[config.mk]
export PLATFORM = sky130hd
export DESIGN_NAME = gray_cipher_stream_engine
export DESIGN_NICKNAME = d
export VERILOG_FILES = /design/src/rtl/gray_cipher_stream_engine.sv
export SDC_FILE = /design/constraint.sdc
export NUM_CORES = 1
export LEC_CHECK = 0
export ABC_AREA = 1
export CORE_MARGIN = 10
export CORE_UTILIZATION = 50
export CTS_BUF_LIST = sky130_fd_sc_hd__clkbuf_2
export DETAILED_ROUTE_END_ITERATION = 16
export HOLD_SLACK_MARGIN = 0.12
export PLACE_DENSITY = 0.75
export SLEW_MARGIN = 40
export SYNTH_ARGS = -nofsm -noshare
export SYNTH_HDL_FRONTEND = slang
export SYNTH_SLANG_ARGS = --single-unit
[constraint.sdc]
create_clock -name clk -period 2.55 [get_ports clk]
set_clock_uncertainty 0.2 [all_clocks]
set_input_delay 0.255 -clock clk [delete_from_list [all_inputs] [get_ports clk]]
set_output_delay 0.255 -clock clk [all_outputs]
set_load 0.01 [all_outputs]
[src/rtl/gray_cipher_stream_engine.sv]
// gray_cipher_stream_engine
//   Two-stage pipelined Gray-code cipher on DATA_W-bit words with valid/ready
//   streams on both sides. Private key comes from an internal Galois LFSR that
//   steps once per accepted beat; a new seed can be requested with key_load and
//   is applied only once the pipeline has drained.
// Ports
//   clk, rst_n           clock, async active-low reset
//   mode                 0 = encrypt, 1 = decrypt (sampled with the beat)
//   public_key           public key (sampled with the beat)
//   key_load, key_seed   private-key reseed request / value (0 -> KEY_SEED)
//   in_valid/in_ready/in_data     input stream
//   out_valid/out_ready/out_data  output stream
//   out_key              private key that was used for the current output beat
//   busy                 some pipeline stage holds a beat

// Combinational per-beat transform.
module gray_cipher_xform #(
  parameter int DATA_W = 16
) (
  input  logic              mode,
  input  logic [DATA_W-1:0] din,
  input  logic [DATA_W-1:0] key,
  input  logic [DATA_W-1:0] pkey,
  output logic [DATA_W-1:0] dout
);
  logic [DATA_W-1:0] nd, enc, x, bin;

  always_comb begin
    nd  = ~din;
    enc = nd ^ (nd >> 1) ^ key ^ pkey;
    // Decrypt: strip key/pubkey, then gray->binary as a running XOR from the MSB.
    x   = din ^ key ^ pkey;
    bin = x;
    for (int i = DATA_W - 2; i >= 0; i--) bin[i] = bin[i+1] ^ x[i];
    dout = mode ? ~bin : enc;
  end
endmodule

module gray_cipher_stream_engine #(
  parameter int                DATA_W    = 16,
  parameter logic [DATA_W-1:0] KEY_SEED  = 16'hACE1,
  parameter logic [DATA_W-1:0] LFSR_TAPS = 16'hB400
) (
  input  logic              clk,
  input  logic              rst_n,
  input  logic              mode,
  input  logic [DATA_W-1:0] public_key,
  input  logic              key_load,
  input  logic [DATA_W-1:0] key_seed,
  input  logic              in_valid,
  output logic              in_ready,
  input  logic [DATA_W-1:0] in_data,
  output logic              out_valid,
  input  logic              out_ready,
  output logic [DATA_W-1:0] out_data,
  output logic [DATA_W-1:0] out_key,
  output logic              busy
);
  // vld_pipe[1] = s1 valid, vld_pipe[2] = s2 (output) valid
  logic [2:1]        vld_pipe;
  logic              s1_mode;
  logic [DATA_W-1:0] s1_data, s1_pkey, s1_key;
  logic [DATA_W-1:0] xf_out;
  logic [DATA_W-1:0] prv_key, seed_q, lfsr_next;
  logic              key_pending;
  logic              s1_en, s2_en, in_fire;

  assign s2_en     = !vld_pipe[2] | out_ready;
  assign s1_en     = !vld_pipe[1] | s2_en;
  assign in_ready  = s1_en & !key_pending;
  assign in_fire   = in_valid & in_ready;
  assign out_valid = vld_pipe[2];
  assign busy      = |vld_pipe;
  assign lfsr_next = (prv_key >> 1) ^ (prv_key[0] ? LFSR_TAPS : '0);

  gray_cipher_xform #(.DATA_W(DATA_W)) u_xf (
    .mode (s1_mode),
    .din  (s1_data),
    .key  (s1_key),
    .pkey (s1_pkey),
    .dout (xf_out)
  );

  // Pipeline stages
  always_ff @(posedge clk or negedge rst_n) begin
    if (!rst_n) begin
      vld_pipe <= '0;
      s1_mode  <= 1'b0;
      s1_data  <= '0;
      s1_pkey  <= '0;
      s1_key   <= '0;
      out_data <= '0;
      out_key  <= '0;
    end else begin
      if (s1_en) begin
        vld_pipe[1] <= in_fire;
        if (in_fire) begin
          s1_mode <= mode;
          s1_data <= in_data;
          s1_pkey <= public_key;
          s1_key  <= prv_key;
        end
      end
      // out_data/out_key only move when s2 may advance, so they hold under backpressure
      if (s2_en) begin
        vld_pipe[2] <= vld_pipe[1];
        if (vld_pipe[1]) begin
          out_data <= xf_out;
          out_key  <= s1_key;
        end
      end
    end
  end

  // Key schedule: reseed once drained (in_ready is low while pending, so the
  // load never coincides with an accept); otherwise step on each accepted beat.
  always_ff @(posedge clk or negedge rst_n) begin
    if (!rst_n) begin
      prv_key     <= KEY_SEED;
      key_pending <= 1'b0;
      seed_q      <= '0;
    end else if (key_pending && !busy) begin
      prv_key     <= (seed_q == '0) ? KEY_SEED : seed_q;
      key_pending <= 1'b0;
    end else begin
      if (key_load && !key_pending) begin
        key_pending <= 1'b1;
        seed_q      <= key_seed;
      end
      if (in_fire) prv_key <= lfsr_next;
    end
  end
endmodule

==> results by group <==
Outcome
  – Outcome: finished with violations
  – Violated checks: negative setup slack

Place
  – Number of port buffers: between 80 and 90
  – Placed cell area: between 6000 and 7000 sq um
  – Hpwl dp: ~10,000 um
  – Final weighted congestion in routability-driven placement: just under 0.9

Die
  – Ports: between 80 and 90
  – DIE HEIGHT: approximately 130 um
  – Die width: about 130 um
  – Core area: between 10,000 and 15,000 sq um
  – FP Rows: 38
  – Initial Util: 0.509
  – Die Area: 15,600 sq um

Worst setup path
  – Crit path DAT: about 3.5 ns
  – Max FO, Critical Path: 4
  – Crit start category: flop
  – Required @ worst endpoint: 2.98 ns
  – Register-to-register setup slack: -0.56 ns
  – Worst reg2reg path endpoint: out_data[0]
  – Setup CP Type: reg -> reg
  – Crit end category: flop
  – Worst R2R Path Depth: 27
  – Critical R2R Launch: s1_key[13]

Min path
  – Worst Hold End: prv_key[3]
  – Hold depth: 2
  – Hold Startpoint: prv_key[3]
  – Hold/Removal Path Class: reg -> reg

Global route
  – Antenna violations before repair: 0
  – Global-route wire length before repair: between 20,000 and 30,000 um
  – Global-route usage over all layers: 0.193
  – Vias in the first global route: 5,272
  – Overflow left after global routing: 0
  – Largest net degree at the start of global routing: between 60 and 70

Detailed routing
  – Detail Route Antenna Nets: 0
  – Iter 0 DRT Violations: 471
  – # DRC: 0
  – WL per Instance: 15.9 um
  – Vias: roughly 5,200
  – First-pass DRT Iterations: 5
  – Via density per instance: 5.28
  – Total Wirelength: ~16,000 um

Synthesis
  – Synthesized cell area: about 5500 sq um
  – Synth area leader: dfrtp_1
  – Syn. warnings: 0
  – Synth Flop Type: dfrtp_1
  – Fraction of registers with async set or reset after synthesis: 1.00
  – Post-synthesis cell type count: 28
  – Number of enable flip-flop cells after synthesis: 0
  – Share of the synthesized area in the top cell type: 0.490
  – Area contributors post-synth: dfrtp_1, nand2_1, o21ai_0
  – Synth Register Bits: roughly 120
  – Post-Syn Nets: between 600 and 700
  – Avg Cell Area, Syn: approximately 8.6 sq um
  – Post-synthesis sequential area ratio: 0.528
  – Synthesized instance count: around 640

STA
  – Slew Limit Fails: 0
  – Min Tclk post-route: around 3.1 ns
  – Tightest Pin Transition: 0.714 ns
  – Final worst path period share: 1.22
  – Final Hold Vio Count: 0
  – Final setup fails: 7
  – RSZ-0062 raised after global routing: yes
  – Rel. slew slack: 0.523
  – Max Freq: 0.322 GHz
  – Final setup margin: -0.556 ns

Clock tree
  – CTS H-tree lvls: 4
  – CTS tree: yes
  – CTS Root Cell: clkbuf_2
  – Clk sinks: between 100 and 150
  – Total CTS buffers: 17
  – Worst-Skew Late Latency: between 0.6 and 0.7 ns
  – CTS Buffer Depth: 2
  – CTS clk-pin slew, worst paths: 0.19 ns

Finish
  – Share of cells above drive strength 1: 0.209
  – Area growth syn-to-layout: 44.0%
  – Fin area: approximately 8000 sq um
  – Final nets: roughly 880
  – ANT cells: 0

Flow run
  – Max cap viols: 0
-- layer usage --
metal	share of wire	global-route usage	vias to the layer above
met3	0.051	0.0532	30
li1	-	-	2456
met5	0	0	-
met1	0.41	0.226	2524
met4	0.020	0.0738	0
met2	0.52	0.330	150
-- cells in the final DEF, fill, tap and decap left out, drive strengths merged, types with 3 or more instances in the layout --
| cell type | count |
|---|---|
| buf | 45 |
| dlygate4sd3 | 53 |
| inv | 57 |
| o21ai | 84 |
| clkdlybuf4s50 | 86 |
| nand3 | 53 |
| mux2 | 14 |
| dfrtp | 108 |
| nor2 | 20 |
| xor2 | 28 |
| clkinvlp | 4 |
| clkbuf | 18 |
| or4 | 3 |
| nand2 | 220 |
| clkinv | 5 |
| dfstp | 8 |
| o211ai | 3 |
| a21oi | 17 |
-- how the worst max path moves through the flow --
| stage | end | cells after the start | slack, ns | start |
|---|---|---|---|---|
| 2_1_floorplan | out_data[0] | 26 | -0.08 | s1_key[13] |
| 3_3_place_gp | out_data[0] | 26 | -0.23 | s1_key[13] |
| 3_5_place_dp | out_data[0] | 25 | -0.36 | s1_key[13] |
| 4_1_cts | out_data[0] | 27 | -0.38 | s1_key[12] |
| 5_1_grt | out_data[0] | 27 | -0.76 | s1_key[13] |
| 6_report | out_data[0] | 27 | -0.56 | s1_key[13] |
-- sequential cells by signal, summed over array words and instances (netlist names) --
signal / flops
out_data: 16
out_key: 16
prv_key: 16
s1_data: 16
s1_key: 16
s1_pkey: 16
seed_q: 16
vld_pipe: 2
key_pending: 1
s1_mode: 1
-- worst max-delay path: stages, from the launching register on --
cell and delay (ns):
dfrtp_1 0.48, inv_2 0.09, nand2_2 0.07, nand2_2 0.08, nand2_2 0.05, nand2_2 0.07, nand2_2 0.05, nand2_2 0.10
inv_2 0.05, nand2_4 0.09, nand2_4 0.08, nand2_4 0.09, nand3_4 0.08, nand3_4 0.12, nand2_4 0.08, nand2_4 0.08
nand3_4 0.11, nand2_4 0.13, nand2_4 0.08, nand3_4 0.10, nand3_4 0.11, nand3_4 0.12, nand3_2 0.09, nand3_2 0.09
nand2_2 0.07, nand2_2 0.06, nand3_2 0.07, a21oi_2 0.13
-- cell families (layout without fill, tap and decap cells) --
logic type	count (synthesis)	count (layout)	share of synthesized area
xor+xnor	29	29	0.0474
mux	14	14	0.0286
buf+inv	76	271	0.0524
compound gates	109	109	0.104
simple gates	298	298	0.239
flops	116	116	0.528
-- metrics by stage --
stage,setup slack [ns],std cells,TNS (ns),hold WS (ns),util
detailed placement,-0.360,877,-1.27,-0.0194,0.626
finish,-0.556,977,-2.45,0.306,0.732
global route,-0.764,977,-3.89,0.329,0.732
floorplan,-0.0796,642,-0.117,-0.241,-
CTS,-0.382,968,-1.38,0.307,0.709
global placement,-0.231,877,-0.649,-0.0231,0.626
-- area by class of cell --
class / count / area [sq um]
clock buffer: 18 / 90.1
sequential: 116 / 2910
inverter: 54 / 203
tap: 140 / 175
clock inverter: 14 / 153
multi-input combinational: 450 / 2640
timing repair buffer: 185 / 1760
fill: 761 / 2900
-- synthesized netlist by cell type (2+ instances only) --
| cell | count |
|---|---|
| nand2_1 | 199 |
| dfrtp_1 | 108 |
| o21ai_0 | 83 |
| inv_1 | 46 |
| nand3_1 | 40 |
| xor2_1 | 27 |
| clkbuf_1 | 21 |
| nand2_2 | 21 |
| nor2_1 | 20 |
| a21oi_1 | 16 |
| mux2_2 | 14 |
| nand3_2 | 13 |
| dfstp_2 | 8 |
| inv_2 | 7 |
| o211ai_1 | 3 |
| or4_1 | 3 |
| o221ai_1 | 2 |
-- timing repair --
action | CTS | global route
endpoints found under the hold margin | 167 | 0
gates resized for setup | 15 | 37
pin swaps | 6 | 5
buffers inserted | 5 | 9
setup endpoints to repair | 6 | 8
hold buffers | 54 | 0
Power is not shown: default switching activity piles up to over one toggle a cycle in this logic, so the estimate is an artifact.
